$ cat src/rtl/recv_packet_pkg.sv
// recv_packet_pkg: shared state types and sizing helpers for the multi-frame UART receiver
package recv_packet_pkg;
   typedef enum logic [1:0] {IDLE, COLLECT, HOLD} state_e;
   typedef enum logic [1:0] {RX_IDLE, RX_START, RX_DATA, RX_STOP} rx_state_e;
   function automatic int cnt_width(input int n);
      return $clog2(n + 1);
   endfunction
   function automatic int timeout_cycles(input int frames, input int frame_size, input int ratio);
      return frames * (frame_size + 2) * ratio;
   endfunction
endpackage

$ cat src/rtl/recv_packet_rx_frame.sv
// rx_frame: single-frame UART deserialiser with input synchroniser, mid-bit start check and stop-bit check
module rx_frame
   import recv_packet_pkg::*;
#(
   parameter int CLK_BAUD_RATIO = 25,
   parameter int FRAME_SIZE = 8
) (
   input logic clk_in,
   input logic rst_n_in,
   input logic rx_in,
   output logic [FRAME_SIZE-1:0] data_out,
   output logic new_frame_out,
   output logic frame_err_out
);
   localparam int CBW = $clog2(CLK_BAUD_RATIO);
   localparam int BW = FRAME_SIZE > 1 ? $clog2(FRAME_SIZE) : 1;
   rx_state_e state_q, state_d;
   logic [2:0] sync_q, sync_d;
   logic [CBW-1:0] cnt_q, cnt_d;
   logic [BW-1:0] bit_q, bit_d;
   logic [FRAME_SIZE-1:0] shift_q, shift_d;
   logic done_q, done_d, err_q, err_d;
   logic rx_s, tick, half;
   assign rx_s = sync_q[1];
   assign tick = cnt_q == CBW'(CLK_BAUD_RATIO - 1);
   assign half = cnt_q == CBW'(CLK_BAUD_RATIO / 2 - 1);
   always_ff @(posedge clk_in or negedge rst_n_in)
      if (!rst_n_in) begin
         state_q <= RX_IDLE;
         sync_q  <= 3'b111;
         cnt_q   <= '0;
         bit_q   <= '0;
         shift_q <= '0;
         done_q  <= 1'b0;
         err_q   <= 1'b0;
      end else begin
         state_q <= state_d;
         sync_q  <= sync_d;
         cnt_q   <= cnt_d;
         bit_q   <= bit_d;
         shift_q <= shift_d;
         done_q  <= done_d;
         err_q   <= err_d;
      end
   // start only on a falling edge, so a line held low after a bad stop bit is not re-read as a frame
   always_comb
      state_d = state_q == RX_IDLE  ? (sync_q[2] && !rx_s ? RX_START : RX_IDLE)
              : state_q == RX_START ? (half ? (rx_s ? RX_IDLE : RX_DATA) : RX_START)
              : state_q == RX_DATA  ? (tick && bit_q == BW'(FRAME_SIZE - 1) ? RX_STOP : RX_DATA)
              : (tick ? RX_IDLE : RX_STOP);
   always_comb begin
      sync_d  = {sync_q[1:0], rx_in};
      cnt_d   = (state_q == RX_IDLE || (state_q == RX_START && half) || tick) ? '0 : cnt_q + 1'b1;
      bit_d   = state_q == RX_START ? '0 : (state_q == RX_DATA && tick) ? bit_q + 1'b1 : bit_q;
      shift_d = (state_q == RX_DATA && tick) ? {rx_s, shift_q[FRAME_SIZE-1:1]} : shift_q;
      done_d  = state_q == RX_STOP && tick && rx_s;
      err_d   = state_q == RX_STOP && tick && !rx_s;
   end
   assign data_out = shift_q;
   assign new_frame_out = done_q;
   assign frame_err_out = err_q;
endmodule

$ cat src/rtl/recv_packet.sv
// recv_packet: multi-frame UART receiver assembling frames into one wide word with valid/ready handoff
module recv_packet
   import recv_packet_pkg::*;
#(
   parameter int CLK_BAUD_RATIO = 25,
   parameter int FRAME_SIZE = 8,
   parameter int MAX_FRAMES = 4,
   parameter int TIMEOUT_FRAMES = 2,
   parameter bit MSB_FIRST = 1'b0,
   localparam int DATA_SIZE = FRAME_SIZE * MAX_FRAMES,
   localparam int CW = cnt_width(MAX_FRAMES)
) (
   input logic clk_in,
   input logic rst_n_in,
   input logic rx_in,
   input logic receive_in,
   input logic [CW-1:0] frames_in,
   output logic [DATA_SIZE-1:0] data_out,
   output logic [CW-1:0] count_out,
   output logic valid_out,
   input logic ready_in,
   output logic busy_out,
   output logic frame_err_out,
   output logic timeout_out,
   output logic overrun_out
);
   localparam int TO = timeout_cycles(TIMEOUT_FRAMES, FRAME_SIZE, CLK_BAUD_RATIO);
   localparam int TW = cnt_width(TO);
   state_e state_q, state_d;
   logic [CW-1:0] len_q, len_d, idx_q, idx_d, count_q, count_d, slot;
   logic [DATA_SIZE-1:0] buf_q, buf_d, data_q, data_d, merged;
   logic [TW-1:0] gap_q, gap_d;
   logic armed_q, armed_d, valid_q, valid_d, ferr_q, ferr_d, to_q, to_d, ovr_q, ovr_d;
   logic rst_meta_q, rst_sync_q, rst_n;
   logic [FRAME_SIZE-1:0] rx_data;
   logic new_frame, frame_err, req, frm, last, err, expire, hs;
   always_ff @(posedge clk_in or negedge rst_n_in)
      if (!rst_n_in) {rst_meta_q, rst_sync_q} <= 2'b00;
      else {rst_meta_q, rst_sync_q} <= {1'b1, rst_meta_q};
   assign rst_n = rst_sync_q;
   rx_frame #(.CLK_BAUD_RATIO(CLK_BAUD_RATIO), .FRAME_SIZE(FRAME_SIZE)) u_rx (
      .clk_in(clk_in),
      .rst_n_in(rst_n),
      .rx_in(rx_in),
      .data_out(rx_data),
      .new_frame_out(new_frame),
      .frame_err_out(frame_err)
   );
   always_ff @(posedge clk_in or negedge rst_n)
      if (!rst_n) begin
         state_q <= IDLE;
         len_q   <= '0;
         idx_q   <= '0;
         count_q <= '0;
         buf_q   <= '0;
         data_q  <= '0;
         gap_q   <= '0;
         armed_q <= 1'b0;
         valid_q <= 1'b0;
         ferr_q  <= 1'b0;
         to_q    <= 1'b0;
         ovr_q   <= 1'b0;
      end else begin
         state_q <= state_d;
         len_q   <= len_d;
         idx_q   <= idx_d;
         count_q <= count_d;
         buf_q   <= buf_d;
         data_q  <= data_d;
         gap_q   <= gap_d;
         armed_q <= armed_d;
         valid_q <= valid_d;
         ferr_q  <= ferr_d;
         to_q    <= to_d;
         ovr_q   <= ovr_d;
      end
   // an arriving frame beats a same-cycle timeout expiry
   always_comb begin
      req    = state_q == IDLE && receive_in && frames_in != '0;
      frm    = state_q == COLLECT && new_frame;
      last   = frm && idx_q == len_q - 1'b1;
      err    = state_q == COLLECT && frame_err;
      expire = state_q == COLLECT && armed_q && !new_frame && !frame_err && gap_q + 1'b1 == TW'(TO);
      hs     = state_q == HOLD && valid_q && ready_in;
   end
   always_comb
      state_d = state_q == IDLE    ? (req ? COLLECT : IDLE)
              : state_q == COLLECT ? ((err || expire) ? IDLE : last ? HOLD : COLLECT)
              : state_q == HOLD    ? (hs ? IDLE : HOLD)
              : IDLE;
   always_comb begin
      slot    = MSB_FIRST ? len_q - 1'b1 - idx_q : idx_q;
      merged  = buf_q;
      merged[slot*FRAME_SIZE +: FRAME_SIZE] = rx_data;
      len_d   = req ? (frames_in > CW'(MAX_FRAMES) ? CW'(MAX_FRAMES) : frames_in) : len_q;
      idx_d   = req ? '0 : frm ? idx_q + 1'b1 : idx_q;
      buf_d   = req ? '0 : frm ? merged : buf_q;
      data_d  = last ? merged : data_q;
      count_d = last ? len_q : count_q;
      valid_d = last || (valid_q && !hs);
      gap_d   = req ? '0 : frm ? TW'(1) : (state_q == COLLECT && armed_q) ? gap_q + 1'b1 : gap_q;
      armed_d = req ? 1'b0 : frm ? 1'b1 : armed_q;
      ferr_d  = err;
      to_d    = expire;
      ovr_d   = state_q == HOLD && new_frame;
   end
   assign data_out      = data_q;
   assign count_out     = count_q;
   assign valid_out     = valid_q;
   assign busy_out      = state_q != IDLE;
   assign frame_err_out = ferr_q;
   assign timeout_out   = to_q;
   assign overrun_out   = ovr_q;
endmodule

$ cat config.mk
export PLATFORM = sky130hd
export DESIGN_NAME = recv_packet
export DESIGN_NICKNAME = d
export VERILOG_FILES = /design/src/rtl/recv_packet_pkg.sv /design/src/rtl/recv_packet_rx_frame.sv /design/src/rtl/recv_packet.sv
export SDC_FILE = /design/constraint.sdc
export NUM_CORES = 1
export LEC_CHECK = 0
export CAP_MARGIN = 20
export CORE_ASPECT_RATIO = 0.9
export CORE_UTILIZATION = 40
export DETAILED_ROUTE_END_ITERATION = 10
export GPL_TIMING_DRIVEN = 0
export PLACE_DENSITY = 0.62
export SYNTH_ARGS = -nofsm -noshare
export SYNTH_HDL_FRONTEND = slang
export SYNTH_SLANG_ARGS = --single-unit
$ cat constraint.sdc
create_clock -name clk_in -period 8.7 [get_ports clk_in]
set_clock_uncertainty 0.05 [all_clocks]
set_input_delay 0.87 -clock clk_in [delete_from_list [all_inputs] [get_ports clk_in]]
set_output_delay 0.87 -clock clk_in [all_outputs]
set_load 0.02 [all_outputs]
## Word level (Yosys, flattened, before mapping)

Cells that the tools add are included.

- Bits in registers: 114
- Input port bits: 8
- Logic and storage cells: 104

- Add/subtract/negate cells: 6
- $lt $le $gt $ge: 1
- Equality and inequality tests: 10
- Shift operators: 2
- Multiplexer cells: 29
- Reductions and logical operators: 35

Operators by type and width:

| cell | number |
|---|---|
| $mux 32 | 2 |
| $neg 6->34 | 1 |
| $shift 8x34->32 const A | 1 |
| $shiftx 8x34->32 | 1 |
| $bwmux 32 | 1 |
| $mux 9 | 3 |
| $mux 2 | 12 |
| $logic_and 1x1->1 | 20 |
| $mux 3 | 5 |
| $add 9x1->9 const B | 1 |
| $eq 9x9->1 const B | 1 |
| $add 3x1->3 const B | 2 |
| $eq 2x2->1 const B | 3 |
| $reduce_bool 2->1 | 3 |
| $reduce_bool 3->1 | 2 |
| $add 5x1->5 const B | 1 |
| $eq 5x4->1 const B | 1 |
| $eq 5x5->1 const B | 1 |
| $mux 1 | 5 |
| $mux 5 | 1 |
| $eq 2x1->1 const B | 2 |
| $logic_not 1->1 | 4 |
| $logic_not 2->1 | 2 |
| $logic_or 1x1->1 | 4 |
| other kinds (4) | 4 |

## Depth between registers and ports, before layout

- Depth in word-level cells: 9
- Gate-level depth with buffers: 10
- Gate-level depth less buffers: 8

## By module

From an unflattened synthesis, not the netlist that was laid out.

- Cells, all modules: 522
- Area total of the unflattened synthesis: 5298.8 µm²

By module, submodules not included:

| module | instances | cells an instance | area an instance (µm²) | sequential area each (µm²) |
|---|---|---|---|---|
| recv_packet | 1 | 440 | 4276.6 | 2277.2 |
| rx_frame | 1 | 82 | 1022.2 | 579.3 |

## Least setup slack after synthesis

No wires, ideal clock.

- Kind: register to register
- Start: register idx_q[0]
- End: register buf_q[13]
- Setup time: 123 ps
- Arrival time: 1901 ps
- Required time: 8527 ps
- Slack: 6626 ps
- Cell stages (with the launch flop): 11
- Buffers on the path: 2
- Clock period less this slack: 2074 ps
- Cells stage by stage: dfrtp_1 > inv_2 > ha_1 > ha_1 > and2b_1 > nand3_2 > or2_1 > buf_2 > buf_6 > nand3_1 > o21ai_1

- Cells in the longest elaborated chain, start to end: 5
- Elaborated cells between the ends (all ways): 6
- Those cells by class: 1 x add/sub; 2 x shift; 3 x mux

RTL lines:

| what | line | RTL |
|---|---|---|
| from (decl) | recv_packet.sv:30 | `logic [CW-1:0] len_q, len_d, idx_q, idx_d, count_q, count_d, slot;` |
| from (signal assigned) | recv_packet.sv:66 | `idx_q <= idx_d;` |
| $neg 6->34 (*) | recv_packet.sv:94 | `merged[slot*FRAME_SIZE +: FRAME_SIZE] = rx_data;` |
| $shiftx 8x34->32 / $shift 8x34->32 (equally long branches) | recv_packet.sv:94 |  |
| $bwmux 32 (*) | recv_packet.sv:94 |  |
| $mux 32 (*) (2 in a row) | recv_packet.sv:97 | `buf_d = req ? '0 : frm ? merged : buf_q;` |
| to (signal assigned) | recv_packet.sv:68 | `buf_q <= buf_d;` |
| to (decl) | recv_packet.sv:31 | `logic [DATA_SIZE-1:0] buf_q, buf_d, data_q, data_d, merged;` |

Mark *: on every way between the ends. The rest lies on a longest branch, timed or not. The select of a mux whose other input is x is not followed.
A chain may end at the register's enable or synchronous reset.

## Final worst setup path

- Start: register state_q[0]
- End: output busy_out

- Cells in the longest elaborated chain, start to end: 1

RTL lines:

| what | line | RTL |
|---|---|---|
| from (decl) | recv_packet.sv:29 | `state_e state_q, state_d;` |
| from (signal assigned) | recv_packet.sv:64 | `state_q <= state_d;` |
| $reduce_bool 2->1 | recv_packet.sv:110 | `assign busy_out = state_q != IDLE;` |
| to (decl) | recv_packet.sv:22 | `output logic busy_out,` |

No other way between the ends.

==> impl_metrics.env <==
export IMPL_setup_viol=0
export IMPL_routed_via_density=5.15
export IMPL_synth_xor_area_frac=0.0180
export IMPL_crit_fanout=4
export IMPL_synth_top_area_share=0.534
export IMPL_yosysMostFrequentCell="dfrtp_1"
export IMPL_end_kind="output port"
export IMPL_grt_max_degree=64
export IMPL_synth_edf_count=0
export IMPL_synth_cell_types=56
export IMPL_synthArstFlopShare=1.00
export IMPL_grt_pass1_wl_mm=19.2
export IMPL_synth_compound_area_frac=0.141
export IMPL_required_ns=7.78
export IMPL_synth_common_cells="dfrtp_1, nand2_1, o21ai_1"
export IMPL_diodes=0
export IMPL_synthTopCellsByArea="dfrtp_1, nand2_1, o21ai_1"
export IMPL_htreeDepth=4
export IMPL_io_pins=48
export IMPL_post_route_period_util=0.299
export IMPL_postCtsSetupBuffers=0
export IMPL_first_iter_violations=231
export IMPL_critical_path_class="flip-flop to output port"
export IMPL_crit_chain="nor2_1, inv_1, clkdlybuf4s50_1"
export IMPL_cts_resized_gates=0
export IMPL_die_area_um2=13500
export IMPL_synth_mux_area_frac=0.0524
export IMPL_holdBufCountCts=0
export IMPL_cts_buffers=17
export IMPL_row_count=39
export IMPL_syn_area_um2=5200
export IMPL_wl_mm=11.5
export IMPL_yosys_area_share_simple=0.179
export IMPL_drv_slew=0
export IMPL_place_congestion=0.799
export IMPL_max_stage_delay_ns=0.54
export IMPL_p_leak_nw=2.88
export IMPL_rsz0062_at_grt="no"
export IMPL_fillers=1156
export IMPL_startpoint_type="flip-flop"
export IMPL_synth_seq_area_share=0.549
export IMPL_yosysTopAreaCell="dfrtp_1"
export IMPL_drtAntennaViolNets=0
export IMPL_crit_arrival_ns=1.68
export IMPL_mappedNetlistNets=538
export IMPL_track_usage=0.189
export IMPL_synthCells=520
export IMPL_max_slew_worst_pin_slew_ns=0.688
export IMPL_nNetsFinal=605
export IMPL_synth_top_family_by_area="simple AND/OR/NAND/NOR gates"
export IMPL_whs_ns=0.304
export IMPL_yosys_area_share_adder=0.0241
export IMPL_num_vias=3937
export IMPL_die_y_um=110
export IMPL_status="completed"
export IMPL_fmax_ghz=0.385
export IMPL_grt_ovfl_total=0
export IMPL_die_w_um=122
export IMPL_slew_headroom=0.541
export IMPL_syn_avg_cell_area_um2=10.0
export IMPL_yosysWarnings=0
export IMPL_ys_ff_latch=114
export IMPL_drv_cap=0
export IMPL_period_needed_ns=2.60
export IMPL_area_growth_synth_to_final_pct=25.3
export IMPL_setup_tns_ns=0
export IMPL_worstHoldPathType="flip-flop to flip-flop"
export IMPL_cts_root_buf="clkbuf_16"
export IMPL_cts_tree="done"
export IMPL_cts_sink_count=114
export IMPL_portBuffers=47
export IMPL_worstSkewPairLatency_ns=0.41
export IMPL_antenna_found_initial=0
export IMPL_critPathSlowestCell="clkdlybuf4s50_1"
export IMPL_power_density_nw_per_um2=238
export IMPL_core_um2=12700
export IMPL_synthFlopType="dfrtp_1"
export IMPL_start_util=0.410
export IMPL_wl_per_cell_um=15.1
export IMPL_clockBufferDepth=2
export IMPL_grt_pass1_vias=3766
export IMPL_drive_gt1_frac=0.112
export IMPL_ir_drop_mv=0.140
export IMPL_hpwl_mm=7.83
export IMPL_cts_clk_slew_worst_paths_ns=0.05
export IMPL_first_pass_iters=4
export IMPL_hold_violations=0
export IMPL_drc=0
==> cell usage in the layout, fill, tap and decap left out, types with 3 or more instances in the layout <==
cell type        synthesis  final
nor2_1                  33     33
xor2_1                   4      4
a21o_1                   3      3
a22o_1                   4      4
dfrtp_1                111    110
mux2_1                   8      8
o21ai_0                 15     15
inv_1                   11     11
nor2_4                   3      3
ha_1                    10     10
nand3_2                  3      3
bufinv_16                0      4
and2_1                   5      5
nand3_1                 25     25
mux2i_1                 16     16
clkbuf_1                 8     10
nand2_1                 94     94
nand3b_1                 6      6
buf_2                   12     12
buf_6                    3      3
clkdlybuf4s50_1          0     47
o21ai_1                 69     69
clkinv_2                 0      7
xnor2_1                  4      4
nor4_1                   3      3
clkbuf_16                0     17
dfstp_2                  3      3
and3_1                   3      3
a21oi_1                 24     24
==> where the power goes <==
group	leakage, nW	switching, mW	total [mW]	internal, mW
combinational	1.04	0.112	0.202	0.0904
clock	0.303	0.233	0.715	0.482
sequential	1.53	0.0518	0.633	0.581
==> state kept, by name, summed over array words and instances, names as in the netlist, 2 cells and up <==
name and cells:
u_rx.bit_q 3, buf_q 32, state_q 2, gap_q 9, len_q 3, u_rx.sync_q 3, count_out 3, idx_q 3
u_rx.state_q 2, u_rx.data_out 8, data_out 32, u_rx.cnt_q 5
==> worst max-delay path: cells and delay by family (launching register included) <==
| family | cells | cell delay [ns] |
|---|---|---|
| and+or+nand+nor | 1 | 0.26 |
| DFF | 1 | 0.41 |
| buffers and inverters | 2 | 0.61 |
==> through the flow <==
stage               setup WS (ns)  power [mW]  instances   util  cell area, um2
floorplan                    5.24       0.788        520      -            5200
global placement             4.00       0.829        731  0.463            5880
detailed placement           5.86       0.844        732  0.466            5910
CTS                          6.07        1.57        764  0.514            6520
global route                 5.98        1.63        764  0.514            6520
finish                       6.10        1.55        764  0.514            6520
==> cell type report <==
| cell class | count | area, um2 | share of cell area |
|---|---|---|---|
| clock buffer | 20 | 447 | 0.0685 |
| buffer | 25 | 139 | 0.0213 |
| tap | 164 | 205 | 0.0315 |
| inverter | 12 | 45.0 | 0.00691 |
| timing repair buffer | 48 | 498 | 0.0764 |
| sequential | 114 | 2860 | 0.439 |
| multi-input combinational | 369 | 2160 | 0.332 |
| clock inverter | 12 | 163 | 0.0250 |
==> worst paths after layout <==
| kind | end | startpoint | cells after the start | slack (ns) |
|---|---|---|---|---|
| worst min-delay path | u_rx.sync_q[1] | u_rx.sync_q[0] | 0 | 0.30 |
| max in group asynchronous | u_rx.sync_q[2] | rst_n | 1 | 7.50 |
| worst max-delay path | busy_out | state_q[0] | 3 | 6.10 |
| worst min register to register | u_rx.sync_q[1] | u_rx.sync_q[0] | 0 | 0.30 |
| worst max register to register | buf_q[13] | idx_q[0] | 10 | 6.35 |
| min in group asynchronous | gap_q[7] | rst_n | 0 | 0.33 |
==> kinds of logic (layout without fill, tap and decap cells) <==
logic type / count (synthesis) / after routing
AO/OA/AOI/OAI: 129 / 129
XOR/XNOR: 9 / 9
adder cells (fa/ha/maj): 10 / 10
buffers and inverters: 37 / 117
flip-flops: 114 / 114
multiplexers: 26 / 26
other: 1 / 1
AND/OR/NAND/NOR: 194 / 194
==> routing by layer <==
metal / wire (um) / up-vias / track usage
li1: - / 1942 / -
met1: 5490 / 1909 / 0.257
met2: 5380 / 78 / 0.288
met3: 527 / 8 / 0.0489
met4: 115 / 0 / 0.0723
met5: 0 / - / 0
No activity file was read; power rests on OpenSTA's default activity.
==> patch (same settings) <==
Change the parameter `MSB_FIRST` from 1'b0 to 1'b1.
--- a/src/rtl/recv_packet.sv
+++ b/src/rtl/recv_packet.sv
@@ -6,7 +6,7 @@
    parameter int FRAME_SIZE = 8,
    parameter int MAX_FRAMES = 4,
    parameter int TIMEOUT_FRAMES = 2,
-   parameter bit MSB_FIRST = 1'b0,
+   parameter bit MSB_FIRST = 1'b1,
    localparam int DATA_SIZE = FRAME_SIZE * MAX_FRAMES,
    localparam int CW = cnt_width(MAX_FRAMES)
 ) (
Function: same outputs for any inputs over 10 cycles, from zero or initial values and one cycle with rst_n_in low; that may be too few to reach the edited logic, so the function may still have changed.
==> patch against the original RTL <==
  * The run now ends with DRC left
  * Hold slack worse by 13 ps
  * Maximum frequency is 35% lower
  * Synthesized area is 5.4% higher
  * Highest routed layer unchanged
  * Design area is 5.1% higher
  * Clock power is 7.6% higher
  * Worst setup slack worse by 1400 ps
  * Sequential cell count stayed put
  * Power is 3.5% higher
  * Cell count is 4.5% higher
  * Routed wire length is 16% higher
  * Combinational power is 17% higher
  * Sequential share of layout area is 2.1 points lower
  * Critical endpoint is now buf_q[7]
==> patch: results (changes against the original RTL) <==
yosys:
  yosysSeqAreaShare: 0.521  # -0.0281
  ys_types: 55  # -1.8%
  synth.top_cells.by_count: "nand2_1, dfrtp_1, o21ai_0"
  synth.avg_cell_area_sq_um: 9.97  # -0.36%
  syn-num-nets: 571  # +6.1%
  synth.area.top_cells: "dfrtp_1, nand2_1, mux2i_1, o21ai_0, o211ai_1"
placement:
  post-dp-hpwl_mm: 9.04  # +16%
  gp_congestion: 0.868  # +8.5%
  dpl-instance-area_sq_um: 6190  # +4.8%
  dp_slack_ps: 4780  # -1080 ps
  placedCellCount: 766  # +4.6%
cells_and_area:
  layout-drive-gt1-share: 0.0889  # -0.0228
  diodes: 0  # unchanged
  num-nets-final: 638  # +5.5%
run_status:
  outcome: "complete, but fails checks"
  failed_checks: "DRC"
grt:
  grt_pass1_vias: 4159  # +10%
  grt_pass1_wl_mm: 21.8  # +14%
  grt_max_degree: 69  # +7.8%
  track_usage: 0.203  # +0.0141
  antenna_found_initial: 0  # unchanged
min_path:
  hp-class: "flip-flop to async pin"
sta:
  timing.hold.ws_ps: 292  # -12.7 ps
  tightestPinTransition_ps: 1020  # +335 ps
worst_setup_path:
  critical_path_arrival_ps: 4270  # +2590 ps
  worstSetupStartpoint: "len_q[0]"
  crit_path_top_delay_cell: "nor3_1"
  max_stage_delay_ps: 800  # +260 ps
  crit_fanout: 10  # +6
  cp_top_family: "simple AND/OR/NAND/NOR gates"
  reg2reg_depth: 10  # unchanged
drt:
  drc: 5  # +5
  vias: 4404  # +12%
  routed_wl_mm: 13.3  # +16%
  avgViaCountPerCell: 5.52  # +7.1%
  dr.pass1.iters: 11  # +7
  drt_iter0_drc: 329  # +42%
clock_network:
  cts_resized: 0  # unchanged
  cts-root-buf: "clkbuf_16"
  clk_latency_ps: 430  # +20 ps
  cts.path.max_buffers: 2  # unchanged
power:
  p_leak_nw: 2.90  # +0.99%
  peakVddDrop_mv: 0.161  # +15%
patch: routing by layer:
| metal | vias to the layer above | GRT usage | part of all wire |
|---|---|---|---|
| li1 | 2108 | - | - |
| met1 | 2148 | 0.283 | 0.49 |
| met2 | 123 | 0.291 | 0.45 |
| met3 | 25 | 0.0582 | 0.048 |
| met4 | 0 | 0.0951 | 0.017 |
| met5 | - | 0 | 0 |
patch: logic make-up (layout without fill, tap and decap cells):
group / after synthesis / after routing / share of synthesized area
AOI/OAI and AO/OA: 117 / 117 / 0.147
xor gates and xnor gates: 11 / 11 / 0.0240
adders and majority gates: 13 / 13 / 0.0310
buffers and inverters: 58 / 138 / 0.0459
DFF: 114 / 114 / 0.521
muxes: 25 / 25 / 0.0459
other: 1 / 1 / 0.000684
and+or+nand+nor: 211 / 211 / 0.185
patch: area by class of cell:
cell class | instances | area [sq um]
fillers | 1190 | 6510
flip-flops and latches | 114 | 2860
multi-input cells | 378 | 2370
clock buffers | 24 | 512
repair buffers | 48 | 498
well taps | 168 | 210
plain buffers | 37 | 173
clock inverters | 8 | 146
inverters | 21 | 78.8
patch: report_power, final:
| group | switching [mW] | internal [mW] |
|---|---|---|
| combinational | 0.143 | 0.0930 |
| sequential | 0.0329 | 0.567 |
| clock | 0.245 | 0.524 |
| total | 0.421 | 1.18 |
patch: path summary, 6_finish.rpt:
kind | endpoint | slack (ps)
min in group clk_in | rst_n | 300
max in group asynchronous | u_rx.sync_q[2] | 7560
worst max-delay path | buf_q[7] | 4710
worst min register to register | u_rx.bit_q[0] | 290
worst min-delay path | u_rx.bit_q[0] | 290
worst max register to register | buf_q[7] | 4710
